===== src/rtl/game_flow_ctrl_pkg.sv =====
// Shared definitions for the game flow sequencer.
// Holds the FSM state encoding (also decoded by the LED/LCD blocks from
// o_state), default timing constants and the tick-counter width helper.
package game_flow_pkg;

   localparam int unsigned STATE_W = 3;

   typedef enum logic [STATE_W-1:0] {
      ST_IDLE      = 3'd0,
      ST_COUNTDOWN = 3'd1,
      ST_PLAY      = 3'd2,
      ST_RESULT    = 3'd3
   } game_state_e;

   localparam int unsigned DEF_CD_STEP_MS     = 1000;
   localparam int unsigned DEF_CD_STEPS       = 3;
   localparam int unsigned DEF_RESULT_HOLD_MS = 2000;
   localparam int unsigned DEF_SCORE_W        = 16;

   // Wide enough to hold the larger of the two terminal values without wrapping.
   function automatic int unsigned tick_cnt_width(int unsigned a, int unsigned b);
      return $clog2(((a > b) ? a : b) + 1);
   endfunction

endpackage


===== src/rtl/game_flow_ctrl_ms_tick_counter.sv =====
// Saturating millisecond tick counter.
// Ports:
//   clk, rst     clock, async active-low reset
//   i_clr        synchronous clear to 0 (wins over counting)
//   i_en         counting enable
//   i_tick       1 ms strobe
//   i_term       terminal value; the count saturates there
//   o_count      current count
//   o_done       strobe on the tick that brings the count to i_term
module ms_tick_counter #(
   parameter int unsigned W = 4
) (
   input  logic         clk,
   input  logic         rst,
   input  logic         i_clr,
   input  logic         i_en,
   input  logic         i_tick,
   input  logic [W-1:0] i_term,
   output logic [W-1:0] o_count,
   output logic         o_done
);

   logic [W-1:0] count_q;
   logic [W-1:0] count_d;
   logic         step;

   assign step = i_en & i_tick & (count_q < i_term);

   always_comb begin
      count_d = count_q;
      if (i_clr) begin
         count_d = '0;
      end else if (step) begin
         count_d = count_q + W'(1);
      end
   end

   always_ff @(posedge clk or negedge rst) begin
      if (!rst) begin
         count_q <= '0;
      end else begin
         count_q <= count_d;
      end
   end

   // Independent of i_clr so the owner may clear on this very strobe.
   assign o_done  = step & (count_q == (i_term - W'(1)));
   assign o_count = count_q;

endmodule


===== src/rtl/game_flow_ctrl.sv =====
// Top-level game sequencer: IDLE -> 3-2-1 COUNTDOWN -> PLAY -> RESULT.
// Ports:
//   clk, rst       system clock, async active-low reset
//   i_tick         1 ms strobe
//   i_start        start pulse (accepted in IDLE only)
//   i_restart      restart pulse (abort / replay)
//   i_game_end     chart-finished level; its rising edge ends PLAY
//   i_score        current total score
//   o_game_start   high in PLAY
//   o_soft_clr     one-clk clear pulse for downstream blocks
//   o_cd_active    high in COUNTDOWN
//   o_cd_digit     countdown digit, 0 outside COUNTDOWN
//   o_best_score   session best score (cleared by rst only)
//   o_new_best     high in RESULT when this round set a new best
//   o_state        encoded FSM state
module game_flow_ctrl
   import game_flow_pkg::*;
#(
   parameter int unsigned CD_STEP_MS     = DEF_CD_STEP_MS,
   parameter int unsigned CD_STEPS       = DEF_CD_STEPS,
   parameter int unsigned RESULT_HOLD_MS = DEF_RESULT_HOLD_MS,
   parameter int unsigned SCORE_W        = DEF_SCORE_W
) (
   input  logic               clk,
   input  logic               rst,
   input  logic               i_tick,
   input  logic               i_start,
   input  logic               i_restart,
   input  logic               i_game_end,
   input  logic [SCORE_W-1:0] i_score,
   output logic               o_game_start,
   output logic               o_soft_clr,
   output logic               o_cd_active,
   output logic [1:0]         o_cd_digit,
   output logic [SCORE_W-1:0] o_best_score,
   output logic               o_new_best,
   output logic [2:0]         o_state
);

   localparam int unsigned CNT_W = tick_cnt_width(CD_STEP_MS, RESULT_HOLD_MS);
   localparam logic [CNT_W-1:0] CD_TERM   = CNT_W'(CD_STEP_MS);
   localparam logic [CNT_W-1:0] HOLD_TERM = CNT_W'(RESULT_HOLD_MS);

   game_state_e        state_q;
   logic               game_start_q;
   logic               soft_clr_q;
   logic               cd_active_q;
   logic [1:0]         cd_digit_q;
   logic [SCORE_W-1:0] best_q;
   logic               new_best_q;
   logic               ge_q;

   logic               enter_cd;
   logic               cd_expire;
   logic               end_play;
   logic               ge_rise;
   logic               cnt_clr;
   logic               cnt_en;
   logic [CNT_W-1:0]   cnt_term;
   logic [CNT_W-1:0]   cnt;
   logic               cnt_done;
   logic               hold_sat;

   ms_tick_counter #(
      .W (CNT_W)
   ) u_cnt (
      .clk     (clk),
      .rst     (rst),
      .i_clr   (cnt_clr),
      .i_en    (cnt_en),
      .i_tick  (i_tick),
      .i_term  (cnt_term),
      .o_count (cnt),
      .o_done  (cnt_done)
   );

   always_comb begin
      hold_sat  = (cnt == HOLD_TERM);
      ge_rise   = i_game_end & ~ge_q;
      enter_cd  = ((state_q == ST_IDLE) && i_start)
               || (((state_q == ST_COUNTDOWN) || (state_q == ST_PLAY)) && i_restart)
               || ((state_q == ST_RESULT) && i_restart && hold_sat);
      cd_expire = (state_q == ST_COUNTDOWN) && cnt_done;
      // Restart takes priority over a coincident game_end edge.
      end_play  = (state_q == ST_PLAY) && ge_rise && !i_restart;
      cnt_clr   = enter_cd || cd_expire || end_play;
      cnt_en    = (state_q == ST_COUNTDOWN) || (state_q == ST_RESULT);
      cnt_term  = (state_q == ST_COUNTDOWN) ? CD_TERM : HOLD_TERM;
   end

   always_ff @(posedge clk or negedge rst) begin
      if (!rst) begin
         state_q      <= ST_IDLE;
         game_start_q <= 1'b0;
         soft_clr_q   <= 1'b0;
         cd_active_q  <= 1'b0;
         cd_digit_q   <= '0;
         best_q       <= '0;
         new_best_q   <= 1'b0;
         ge_q         <= 1'b0;
      end else begin
         // Tracking every cycle also preloads the edge detector on soft_clr,
         // so a level still high from the previous round is not an edge.
         ge_q       <= i_game_end;
         soft_clr_q <= 1'b0;
         if (enter_cd) begin
            state_q      <= ST_COUNTDOWN;
            soft_clr_q   <= 1'b1;
            cd_active_q  <= 1'b1;
            cd_digit_q   <= 2'(CD_STEPS);
            game_start_q <= 1'b0;
            new_best_q   <= 1'b0;
         end else begin
            case (state_q)
               ST_COUNTDOWN: begin
                  if (cd_expire) begin
                     if (cd_digit_q == 2'd1) begin
                        state_q      <= ST_PLAY;
                        game_start_q <= 1'b1;
                        cd_active_q  <= 1'b0;
                        cd_digit_q   <= '0;
                     end else begin
                        cd_digit_q <= cd_digit_q - 2'd1;
                     end
                  end
               end
               ST_PLAY: begin
                  if (end_play) begin
                     state_q      <= ST_RESULT;
                     game_start_q <= 1'b0;
                     if (i_score > best_q) begin
                        best_q     <= i_score;
                        new_best_q <= 1'b1;
                     end else begin
                        new_best_q <= 1'b0;
                     end
                  end
               end
               default: begin
               end
            endcase
         end
      end
   end

   assign o_state      = state_q;
   assign o_game_start = game_start_q;
   assign o_soft_clr   = soft_clr_q;
   assign o_cd_active  = cd_active_q;
   assign o_cd_digit   = cd_digit_q;
   assign o_best_score = best_q;
   assign o_new_best   = new_best_q;

endmodule


===== config.mk =====
export PLATFORM = sky130hd
export DESIGN_NAME = game_flow_ctrl
export DESIGN_NICKNAME = d
export VERILOG_FILES = /design/src/rtl/game_flow_ctrl_pkg.sv /design/src/rtl/game_flow_ctrl_ms_tick_counter.sv /design/src/rtl/game_flow_ctrl.sv
export SDC_FILE = /design/constraint.sdc
export NUM_CORES = 1
export LEC_CHECK = 0
export CAP_MARGIN = 20
export CORE_MARGIN = 2
export CORE_UTILIZATION = 30
export DETAILED_ROUTE_END_ITERATION = 6
export PLACE_DENSITY = 0.55
export SLEW_MARGIN = 40
export SYNTH_ARGS = -nofsm -noshare
export SYNTH_HDL_FRONTEND = slang
export SYNTH_SLANG_ARGS = --single-unit

===== constraint.sdc =====
create_clock -name clk -period 2.7 [get_ports clk]
set_input_delay 0.81 -clock clk [delete_from_list [all_inputs] [get_ports clk]]
set_output_delay 0.81 -clock clk [all_outputs]
set_load 0.01 [all_outputs]

==> summary.md, run 1 <==
| Metric | Value |
|---|---|
| Status | `completed` |
| Remaining Overflow, GRT | `0` |
| Die W | `a little over 90 microns` |
| CP max stage delay | `~0.47 ns` |
| Antenna Diode Count | `0` |
| Max-slew violations | `0` |
| Via count | `1,884` |
| Clock-pin slew on the worst setup and hold paths | `0.07 ns` |
| Nets | `~330` |
| Startpoint Class | `primary input` |
| Detail Route Antenna Nets | `0` |
| Synth Area in Simple Gates | `15.52%` |
| Maximum vdd ir drop | `0.2208 mV` |
| FP Rows | `32` |
| Global-route wire length before repair | `8556 microns` |
| Largest net degree at the start of global routing | `37` |
| Fmax | `383.6 MHz` |
| Worst hold slack | `0.4779 ns` |
| Yosys top cell by area | `dfrtp_1` |
| Critical Path, Cell by Cell | `clkdlybuf4s50_1, ha_4, o211ai_1, a211o_1, a41oi_4, buf_6, mux2_1` |
| Synth area leaders | `dfrtp_1 38%, ha_1 13%, inv_1 4.3%` |
| Synthesis-stage register bit count | `36` |
| Crit Path Category | `primary input to register` |
| Area growth, synth to finish | `33.10%` |
| Syn avg cell area | `10.36 sq um` |
| Area of the multi-input gates | `1330 sq um` |
| Post-synthesis compound-gate area fraction | `16.63%` |
| Hold buffers post-CTS | `0` |
| Synth Cell Area | `2362 sq um` |
| Req. time, crit path | `between 2 and 3 ns` |
| Post-detail-place hpwl | `about 3800 microns` |
| Portion of netlist area occupied by mux cells | `around 8%` |
| H-tree Lvls | `2` |
| Critical path arrival | `2.77 ns` |
| Pre-Repair DR Iteration Count | `4` |
| DRC | `0` |
| Commonest non-fill, non-tap cell in the layout | `dfrtp_1` |
| Lkg Pwr | `1.358 nW` |
| Area share of the largest cell type after synthesis | `38.14%` |
| Post-Route Utilization | `40.90%` |
| Synth async-reset ratio | `100.0%` |
| Synth cell types | `just under 60` |
| Final period util | `a little over nine tenths` |
| Fraction of the mapped netlist area in adder cells | `13.24%` |
| CTS buffer count | `5` |
| Min Tclk post-route | `2.607 ns` |
| MaxCap Viol Count | `0` |
| CP max FO | `7` |
| Vias in the first global route | `approximately 1,800` |
| Main synth FF type | `dfrtp_1` |
| Avg Vias per Cell | `4.843` |
| Post-synth EDFFs | `0` |
| Sequential area share after synthesis | `38.14%` |
| Post-route cell area | `between 3000 and 4000 sq um` |
| Final WL | `5204 microns` |
| Hold Crit Class | `register to register` |
| Initial DRC count | `a little under 70` |
| Gr usage total | `between 10% and 20%` |
| Final setup violation count | `0` |
| RSZ-0062 raised after global routing | `no` |
| XOR/XNOR share of the synthesized area | `less than 1%` |
| GPL Wtd Cong | `0.7499` |
| Max Buffers Root-to-Sink | `2` |
| Commonest cells after routing, fill and taps aside | `36 x dfrtp_1, 35 x clkdlybuf4s50_1, 27 x inv_1, 22 x ha_1` |
| CP endpoint kind | `register` |
| Reg-to-reg slack, setup | `0.29 ns` |
| Worst-Skew Late Latency | `0.29 ns` |
| Mapped Nets | `275` |
| Yosys warns | `0` |
| Setup TNS | `0 ns` |
| Root Driver | `clkbuf_8` |
| Mapped Cells | `approximately 230` |
| P per Cell Area | `approximately 410 nW/um^2` |
| Clock sinks | `36` |
| CTS tree | `done` |
| Num ports | `47` |
| Share of cells above drive strength 1 | `17.42%` |
| # port buffers | `45` |
| Post-layout power | `1.294 mW` |
| Fill cell count | `770` |
| Final Hold Viols | `0` |
| Main combinational cell family by area after synthesis | `compound AO/OA/AOI/OAI gates` |
| Worst path slowest cell | `clkdlybuf4s50_1` |
| Starting Density | `30.73%` |
| Register Area | `900.9 sq um` |
| Core Area | `7687 sq um` |
| Post-placement cell area | `2964 sq um` |
| WL per Instance | `13.38 microns` |
| Die area | `8600 sq um` |
| Antenna violations before repair | `0` |
| Worst Skew | `0.008439 ns` |
| Die Y | `92.74 microns` |
==> critical path: cells and delay by family <==
| kind | cells | cell delay, ns |
|---|---|---|
| AO/OA/AOI/OAI | 3 | 0.69 |
| buffers and inverters | 2 | 0.65 |
| adder cells (fa/ha/maj) | 1 | 0.31 |
| multiplexers | 1 | 0.31 |
==> cell usage after synthesis (all sizes together), types with 2 or more instances <==
| master | instances |
|---|---|
| nor2 | 5 |
| o31ai | 6 |
| mux2 | 16 |
| nand2b | 5 |
| buf | 8 |
| o21ai | 5 |
| dfrtp | 36 |
| nor4 | 2 |
| nand2 | 15 |
| or4 | 5 |
| nand3 | 3 |
| nand4 | 6 |
| or3 | 4 |
| a211oi | 2 |
| clkbuf | 2 |
| a21oi | 13 |
| nor3b | 2 |
| o211ai | 6 |
| or3b | 2 |
| o41ai | 4 |
| a31oi | 2 |
| ha | 25 |
| inv | 28 |
| nor3 | 3 |
| a21o | 2 |
==> logic make-up after synthesis <==
kind of cell,Yosys count
fa+ha+maj,25
compound gates,50
simple gates,60
other cells,1
flops,36
mux,17
buf+inv,38
xor+xnor,1
==> path summary, 6_finish.rpt <==
kind | start | to | cells after the start
hold / removal | o_cd_active | o_cd_active | 1
setup reg to reg | o_state[1] | u_cnt.o_count[8] | 9
hold reg to reg | o_cd_active | o_cd_active | 1
setup / recovery | i_score[3] | o_best_score[7] | 7
max in group asynchronous | rst | u_cnt.o_count[3] | 2
min in group asynchronous | rst | o_best_score[9] | 2
==> what timing repair did <==
action                                  CTS  global route
gates cloned                              1             0
endpoints found under the setup margin   16            17
resized for setup                        17             4
pin swaps                                11             5
setup buffers                             2             0
==> power breakdown <==
part	leakage [nW]	switching [mW]	internal, mW	total (mW)
logic	0.836	0.120	0.113	0.232
registers	0.471	0.0634	0.576	0.639
clock network	0.0503	0.195	0.228	0.422
==> registers in the layout (all words and copies together) (netlist names) <==
signal / flops
o_cd_digit: 2
o_new_best: 1
o_cd_active: 1
o_best_score: 16
o_game_start: 1
u_cnt.o_count: 11
o_soft_clr: 1
ge_q: 1
o_state: 2
==> per-stage QoR <==
stage,worst slack (ns),std cells
global route,0.008072,389
finish,0.09324,389
floorplan,0.08555,228
detailed placement,-0.4012,379
CTS,0.004037,389
global placement,-0.3584,379
==> layout make-up <==
cell class | count | area share (%)
Tap cell | 102 | 4.059
Clock buffer | 7 | 3.064
Sequential cell | 36 | 28.65
Inverter | 28 | 3.343
Multi-Input combinational cell | 154 | 42.30
Timing Repair Buffer | 62 | 18.58
==> metal layers <==
layer  wire length, microns  up-vias  track usage [%]
li1                       -      951                -
met3                    197        5            3.011
met4                     52        0            3.309
met2                   2474       31            20.74
met1                   2479      897            15.84
met5                      0        -                0
No activity file was read; power rests on OpenSTA's default activity.
==> inputs of run 2 (changes only) <==
- SLEW_MARGIN: 40 -> 10
==> results of run 2 <==
Final layout, timing and power as in run 1 (identical DEF).
